$ cat src/rtl/lsu_pkg.sv
// Shared encodings, FSM state type and fault-classification helpers for the load/store unit.
package lsu_pkg;

    localparam int unsigned MEM_WORDS_DEFAULT = 64;
    localparam int unsigned XLEN = 32;

    localparam logic [2:0] F3_B  = 3'b000;
    localparam logic [2:0] F3_H  = 3'b001;
    localparam logic [2:0] F3_W  = 3'b010;
    localparam logic [2:0] F3_BU = 3'b100;
    localparam logic [2:0] F3_HU = 3'b101;

    typedef enum logic [2:0] {
        IDLE   = 3'd0,
        LOAD   = 3'd1,
        RMW_RD = 3'd2,
        WRITE  = 3'd3,
        RESP   = 3'd4
    } lsu_state_e;

    // Stores only know B/H/W; loads reject the three unused encodings.
    function automatic logic f3_illegal(input logic store, input logic [2:0] f3);
        if (store) begin
            return !((f3 == F3_B) || (f3 == F3_H) || (f3 == F3_W));
        end
        return (f3 == 3'b011) || (f3 == 3'b110) || (f3 == 3'b111);
    endfunction

    // Halves need even addresses, words need 4-byte alignment.
    function automatic logic f3_misaligned(input logic [2:0] f3, input logic [1:0] lo);
        return (((f3 == F3_H) || (f3 == F3_HU)) && lo[0]) ||
               ((f3 == F3_W) && (lo != 2'b00));
    endfunction

endpackage

$ cat src/rtl/load_store_unit_if.sv
// Core-side request/response bus of the load/store unit.
interface load_store_unit_if;

    logic        req_valid;
    logic        req_ready;
    logic        is_store;
    logic [2:0]  funct3;
    logic [31:0] addr;
    logic [31:0] store_data;
    logic        resp_valid;
    logic [31:0] load_data;
    logic        misaligned;
    logic        access_fault;

    modport master (
        output req_valid, is_store, funct3, addr, store_data,
        input  req_ready, resp_valid, load_data, misaligned, access_fault
    );

    modport slave (
        input  req_valid, is_store, funct3, addr, store_data,
        output req_ready, resp_valid, load_data, misaligned, access_fault
    );

endinterface

$ cat src/rtl/lsu_align.sv
// Byte-lane extraction/extension for loads and lane merge for sub-word stores.
module lsu_align
    import lsu_pkg::*;
(
    input  logic [2:0]  funct3_i,
    input  logic [1:0]  lane_i,
    input  logic [31:0] rdata_i,
    input  logic [31:0] wdata_i,
    output logic [31:0] load_data_o,
    output logic [31:0] merge_data_o
);

    logic [7:0]  byte_sel;
    logic [15:0] half_sel;

    // Pick the addressed byte/half and extend it according to the access type.
    always_comb begin
        byte_sel    = rdata_i[7:0];
        half_sel    = lane_i[1] ? rdata_i[31:16] : rdata_i[15:0];
        load_data_o = '0;
        case (lane_i)
            2'd0:    byte_sel = rdata_i[7:0];
            2'd1:    byte_sel = rdata_i[15:8];
            2'd2:    byte_sel = rdata_i[23:16];
            default: byte_sel = rdata_i[31:24];
        endcase
        case (funct3_i)
            F3_B:    load_data_o = {{24{byte_sel[7]}}, byte_sel};
            F3_BU:   load_data_o = {24'h0, byte_sel};
            F3_H:    load_data_o = {{16{half_sel[15]}}, half_sel};
            F3_HU:   load_data_o = {16'h0, half_sel};
            F3_W:    load_data_o = rdata_i;
            default: load_data_o = '0;
        endcase
    end

    // Replace only the addressed lane of the old word with the store operand.
    always_comb begin
        merge_data_o = rdata_i;
        case (funct3_i)
            F3_B: begin
                case (lane_i)
                    2'd0:    merge_data_o[7:0]   = wdata_i[7:0];
                    2'd1:    merge_data_o[15:8]  = wdata_i[7:0];
                    2'd2:    merge_data_o[23:16] = wdata_i[7:0];
                    default: merge_data_o[31:24] = wdata_i[7:0];
                endcase
            end
            F3_H: begin
                if (lane_i[1]) merge_data_o[31:16] = wdata_i[15:0];
                else           merge_data_o[15:0]  = wdata_i[15:0];
            end
            F3_W:    merge_data_o = wdata_i;
            default: merge_data_o = rdata_i;
        endcase
    end

endmodule

$ cat src/rtl/load_store_unit.sv
// Load/store unit: accepts one request at a time, checks faults, runs the memory access.
module load_store_unit
    import lsu_pkg::*;
#(
    parameter int unsigned MEM_WORDS = MEM_WORDS_DEFAULT
)(
    input  logic               clk,
    input  logic               reset,
    load_store_unit_if.slave   bus,
    output logic               mem_read,
    output logic               mem_write,
    output logic [31:0]        mem_addr,
    output logic [31:0]        mem_wdata,
    input  logic [31:0]        mem_rdata
);

    lsu_state_e  state_q;
    logic [2:0]  funct3_q;
    logic [1:0]  lane_q;
    logic [31:0] store_data_q;
    logic        req_ready_q;
    logic        resp_valid_q;
    logic [31:0] load_data_q;
    logic        misaligned_q;
    logic        access_fault_q;
    logic        mem_read_q;
    logic        mem_write_q;
    logic [31:0] mem_addr_q;
    logic [31:0] mem_wdata_q;

    logic        illegal_c;
    logic        oob_c;
    logic        misal_c;
    logic [31:0] load_ext_c;
    logic [31:0] merge_c;

    // Fault classification of the request currently on the bus.
    assign illegal_c = f3_illegal(bus.is_store, bus.funct3);
    assign oob_c     = ({2'b00, bus.addr[31:2]} >= 32'(MEM_WORDS));
    assign misal_c   = f3_misaligned(bus.funct3, bus.addr[1:0]);

    lsu_align u_align (
        .funct3_i     (funct3_q),
        .lane_i       (lane_q),
        .rdata_i      (mem_rdata),
        .wdata_i      (store_data_q),
        .load_data_o  (load_ext_c),
        .merge_data_o (merge_c)
    );

    // Request FSM with registered bus and memory-side outputs.
    always_ff @(posedge clk or posedge reset) begin
        if (reset) begin
            state_q        <= IDLE;
            funct3_q       <= '0;
            lane_q         <= '0;
            store_data_q   <= '0;
            req_ready_q    <= 1'b1;
            resp_valid_q   <= 1'b0;
            load_data_q    <= '0;
            misaligned_q   <= 1'b0;
            access_fault_q <= 1'b0;
            mem_read_q     <= 1'b0;
            mem_write_q    <= 1'b0;
            mem_addr_q     <= '0;
            mem_wdata_q    <= '0;
        end else begin
            resp_valid_q <= 1'b0;
            mem_read_q   <= 1'b0;
            mem_write_q  <= 1'b0;
            case (state_q)
                IDLE: begin
                    if (bus.req_valid) begin
                        funct3_q       <= bus.funct3;
                        lane_q         <= bus.addr[1:0];
                        store_data_q   <= bus.store_data;
                        mem_addr_q     <= {2'b00, bus.addr[31:2]};
                        req_ready_q    <= 1'b0;
                        load_data_q    <= '0;
                        misaligned_q   <= 1'b0;
                        access_fault_q <= 1'b0;
                        if (illegal_c || oob_c) begin
                            access_fault_q <= 1'b1;
                            resp_valid_q   <= 1'b1;
                            state_q        <= RESP;
                        end else if (misal_c) begin
                            misaligned_q   <= 1'b1;
                            resp_valid_q   <= 1'b1;
                            state_q        <= RESP;
                        end else if (!bus.is_store) begin
                            mem_read_q     <= 1'b1;
                            state_q        <= LOAD;
                        end else if (bus.funct3 == F3_W) begin
                            mem_write_q    <= 1'b1;
                            mem_wdata_q    <= bus.store_data;
                            state_q        <= WRITE;
                        end else begin
                            mem_read_q     <= 1'b1;
                            state_q        <= RMW_RD;
                        end
                    end
                end
                LOAD: begin
                    load_data_q  <= load_ext_c;
                    resp_valid_q <= 1'b1;
                    state_q      <= RESP;
                end
                RMW_RD: begin
                    mem_wdata_q  <= merge_c;
                    mem_write_q  <= 1'b1;
                    state_q      <= WRITE;
                end
                WRITE: begin
                    resp_valid_q <= 1'b1;
                    state_q      <= RESP;
                end
                RESP: begin
                    load_data_q    <= '0;
                    misaligned_q   <= 1'b0;
                    access_fault_q <= 1'b0;
                    req_ready_q    <= 1'b1;
                    state_q        <= IDLE;
                end
                default: begin
                    req_ready_q <= 1'b1;
                    state_q     <= IDLE;
                end
            endcase
        end
    end

    assign bus.req_ready    = req_ready_q;
    assign bus.resp_valid   = resp_valid_q;
    assign bus.load_data    = load_data_q;
    assign bus.misaligned   = misaligned_q;
    assign bus.access_fault = access_fault_q;
    assign mem_read         = mem_read_q;
    assign mem_write        = mem_write_q;
    assign mem_addr         = mem_addr_q;
    assign mem_wdata        = mem_wdata_q;

endmodule

$ cat src/flat_wrapper.sv
// flat-port wrapper written by rule: the top's interface ports become plain ports
module load_store_unit_flat import lsu_pkg::*;
#(
    parameter int unsigned MEM_WORDS = MEM_WORDS_DEFAULT
)
  (clk, reset, mem_read, mem_write, mem_addr, mem_wdata, mem_rdata, bus_req_valid, bus_is_store, bus_funct3, bus_addr, bus_store_data, bus_req_ready, bus_resp_valid, bus_load_data, bus_misaligned, bus_access_fault);
  load_store_unit_if bus_i ();
  input  logic clk;
  input  logic reset;
  output logic mem_read;
  output logic mem_write;
  output logic [31:0] mem_addr;
  output logic [31:0] mem_wdata;
  input  logic [31:0] mem_rdata;
  input wire logic [$bits(bus_i.req_valid)-1:0] bus_req_valid;
  input wire logic [$bits(bus_i.is_store)-1:0] bus_is_store;
  input wire logic [$bits(bus_i.funct3)-1:0] bus_funct3;
  input wire logic [$bits(bus_i.addr)-1:0] bus_addr;
  input wire logic [$bits(bus_i.store_data)-1:0] bus_store_data;
  output wire logic [$bits(bus_i.req_ready)-1:0] bus_req_ready;
  output wire logic [$bits(bus_i.resp_valid)-1:0] bus_resp_valid;
  output wire logic [$bits(bus_i.load_data)-1:0] bus_load_data;
  output wire logic [$bits(bus_i.misaligned)-1:0] bus_misaligned;
  output wire logic [$bits(bus_i.access_fault)-1:0] bus_access_fault;
  assign bus_i.req_valid = bus_req_valid;
  assign bus_i.is_store = bus_is_store;
  assign bus_i.funct3 = bus_funct3;
  assign bus_i.addr = bus_addr;
  assign bus_i.store_data = bus_store_data;
  assign bus_req_ready = bus_i.req_ready;
  assign bus_resp_valid = bus_i.resp_valid;
  assign bus_load_data = bus_i.load_data;
  assign bus_misaligned = bus_i.misaligned;
  assign bus_access_fault = bus_i.access_fault;
  load_store_unit #(.MEM_WORDS(MEM_WORDS)) u_core (.clk(clk), .reset(reset), .bus(bus_i), .mem_read(mem_read), .mem_write(mem_write), .mem_addr(mem_addr), .mem_wdata(mem_wdata), .mem_rdata(mem_rdata));
endmodule
$ cat config.mk
export PLATFORM = sky130hd
export DESIGN_NAME = load_store_unit_flat
export DESIGN_NICKNAME = d
export VERILOG_FILES = /design/src/rtl/lsu_pkg.sv /design/src/rtl/load_store_unit_if.sv /design/src/rtl/lsu_align.sv /design/src/rtl/load_store_unit.sv /design/src/flat_wrapper.sv
export SDC_FILE = /design/constraint.sdc
export NUM_CORES = 1
export LEC_CHECK = 0
export CAP_MARGIN = 20
export CORE_AREA = 2 2 162 124
export CTS_BUF_LIST = sky130_fd_sc_hd__clkbuf_4 sky130_fd_sc_hd__clkbuf_8 sky130_fd_sc_hd__clkbuf_16
export DETAILED_ROUTE_END_ITERATION = 12
export DIE_AREA = 0 0 164 126
export PLACE_DENSITY = 0.68
export SYNTH_ARGS = -nofsm -noshare
export SYNTH_HDL_FRONTEND = slang
export SYNTH_HIERARCHICAL = 1
export SYNTH_SLANG_ARGS = --single-unit
$ cat constraint.sdc
create_clock -name clk -period 6.8 [get_ports clk]
set_input_delay 1.36 -clock clk [delete_from_list [all_inputs] [get_ports clk]]
set_output_delay 1.36 -clock clk [all_outputs]
set_load 0.01 [all_outputs]
==> reports/summary.txt <==
Reg2reg setup slack - 4.07 ns
Worst r2r path cells - 6
CP endpoint kind - flip-flop
Slowest cell on crit path - buf_4
Synth Flop Type - dfrtp_1
Die W - 164 um
Vias in the first global route - 6152
Critical Path Source Type - primary input
Fraction of registers with async set/reset - 100%
Max rail drop VDD - 0.152 mV
Rows - 44
Initial core utilization - 39.4%
Die Height - 126 um
Avg Inst Size Synth - 12.0 um2
Core ar. - 19100 um2
CTS max path bufs - 2
Post-CTS setup buffers - 0
Number of vias per cell - 5.68
Seq pwr share - 39.5%
Pins Over Slew Limit - 0
Nets - 916
Net Switching - 0.000698 W
Largest net degree at the start of global routing - 74
TritonCTS clock tree - built
Yosys cell types - 58
FILL cells - 1594
Switching Share - 28.4%
F_max - 292 MHz
Tmin final - 3.42 ns
Max FO, Critical Path - 32
Initial antenna violation count - 1
Synth area leaders - dfrtp_1 (46%), mux2_2 (15%), mux2_4 (6.0%)
Crit-path cells - clkdlybuf4s50_1 > nor4_1 > nand4_1 > nor4_4 > buf_4 > mux2_2
Worst-Margin Slew - 0.863 ns
H-tree levels - 4
Internal power - 0.00176 W
Post-synthesis cell area - 7530 um2
Fraction of layout cells with a size suffix above 1 - 24.6%
Antenna cells - 0
Vias after detailed routing - 6127
Overall global routing resource usage - 22.9%
Most frequent cells after synthesis - dfrtp_1 (139), mux2_2 (101), nand2_1 (34)
Final WL - 23400 um
Hold Crit Class - flip-flop to flip-flop
Top-Level Pins - 205
Finished Core Util - 54.2%
Antenna viol nets, final - 0
R2r endpoint - u_core/mem_wdata[7]
DRT Pass-1 Iters - 7
Grt total ovfl - 0
Area share of the leading cell type in the synthesized netlist - 46.2%
P per Cell Area - 237 nW/um2
Hold-fix buffers, CTS - 0
PostCTS Resize Cnt - 0
RSZ-0062 raised after global routing - false
Hold depth - 1
Clk pin slew, worst setup/hold paths - 0.06 ns
# port buffers - 202
DP Wirelength - 17200 um
Fin Setup TNS - 0 ns
CTS Buf Count - 17
Flops & latches, synth - 140
Drt wl/cell - 21.7 um
Die area - 20700 um2
Worst hold start - u_core/bus.load_data[14]
Clk pwr share - 39.3%
GPL Wtd Cong - 0.916
Status - finished, final reports clean
Synth area leader - dfrtp_1
Leak - 4.37 nW
Number of synthesis warnings - 6
Clock root buffer master - clkbuf_16
Buffers plus inverters on the worst setup path - 2
First-pass GRT wire length - 36000 um
Final hold viol count - 0
Register area share after synthesis - 46.5%
Finished Layout Cells - 1079
Combinational Power Share - 21.2%
Worst Skew - 0.0103 ns
WS Path Type - primary input to flip-flop
Worst endpoint required time - 7.11 ns
Worst slew margin - 42.4%
EDFF count, synth - 0
Clock latency on the worst-skew pair - 0.43 ns
Sink Count - 140
R2r startpoint - u_core/lane_q[0]
Final setup fails - 0
Syn-to-layout area delta - 37.4%
# DRC - 0
Post-Syn Instances - 628
Fin Hold WS - 0.501 ns
MaxCap Viol Count - 0
1st-iter DRT viols - 549
WP data arrival - 3.73 ns
Crit-path leading delay family - buffers and inverters
Worst Hold End - u_core/bus.load_data[14]
Cell with the most instances after synthesis - dfrtp_1
Placed insts - 1045
Max incr delay on CP - 0.54 ns
Post-route clock period utilization - 50.4%
[power by group through the flow]
stage / clock [W] / sequential (W) / combinational, W
2_1_floorplan: 0 / 0.000958 / 0.000302
3_3_place_gp: 0 / 0.000983 / 0.000488
3_5_place_dp: 0 / 0.000986 / 0.000500
4_1_cts: 0.000982 / 0.000973 / 0.000503
5_1_grt: 0.00102 / 0.000976 / 0.000558
6_report: 0.000967 / 0.000970 / 0.000520
[cell usage in the layout, fill, tap and decap left out, types with 13 or more instances in the layout]
cell type,netlist,layout
nand2b_1,14,14
nand2_1,34,34
a22o_1,33,33
mux2i_1,20,20
a22oi_1,32,32
dfrtp_1,139,139
mux2_2,101,101
nand3_1,30,30
clkbuf_16,0,17
o22ai_1,14,14
a21oi_1,16,16
mux2_4,30,30
nor2_1,14,13
clkdlybuf4s50_1,0,202
[logic make-up after synthesis]
| family | synth area share [%] |
|---|---|
| AOI/OAI and AO/OA | 14.0 |
| buffers and inverters | 3.57 |
| DFF | 46.5 |
| muxes | 25.8 |
| other | 0.0498 |
| and+or+nand+nor | 10.0 |
[routing by layer]
layer / wire length [um] / GRT usage, % / vias to the layer above
li1: - / - / 2731
met1: 10400 / 32.1 / 3032
met2: 10300 / 34.6 / 334
met3: 2350 / 7.25 / 28
met4: 323 / 5.93 / 2
met5: 11 / 0 / -
[sequential cells by signal, summed over array words and instances, names as in the netlist]
register,count
u_core/mem_wdata,32
u_core/funct3_q,3
u_core/store_data_q,32
u_core/bus.misaligned,1
u_core/bus.req_ready,1
u_core/bus.resp_valid,1
u_core/lane_q,2
u_core/bus.load_data,32
u_core/mem_write,1
u_core/mem_addr,30
u_core/mem_read,1
u_core/state_q,3
u_core/bus.access_fault,1
[how the worst max path moves through the flow]
stage | slack, ns | depth (start not counted) | from | endpoint
floorplan | 1.69 | 1 | reset | u_core/bus.access_fault
global placement | 2.95 | 6 | bus_funct3[2] | u_core/mem_wdata[30]
global route | 3.22 | 6 | bus_funct3[2] | u_core/mem_wdata[31]
detailed placement | 2.93 | 6 | bus_funct3[2] | u_core/mem_wdata[30]
CTS | 3.38 | 6 | bus_funct3[2] | u_core/mem_wdata[30]
finish | 3.38 | 6 | bus_addr[12] | u_core/mem_wdata[31]
[through the flow]
| step | instance area (um2) | setup WS, ns | power, W |
|---|---|---|---|
| 4_1_cts | 10300 | 3.38 | 0.00246 |
| 3_3_place_gp | 9700 | 2.95 | 0.00147 |
| 2_1_floorplan | 7540 | 1.69 | 0.00126 |
| 6_report | 10300 | 3.38 | 0.00246 |
| 5_1_grt | 10300 | 3.22 | 0.00255 |
| 3_5_place_dp | 9700 | 2.93 | 0.00149 |
[layout make-up]
type / count / area (um2) / share of cell area, %
clock buffers: 21 / 468 / 4.52
repair buffers: 213 / 2120 / 20.5
flip-flops and latches: 140 / 3500 / 33.9
inverters: 2 / 12.5 / 0.121
clock inverters: 11 / 141 / 1.37
multi-input cells: 439 / 3780 / 36.5
well taps: 253 / 317 / 3.06
Power figures use the tool's default switching activity.
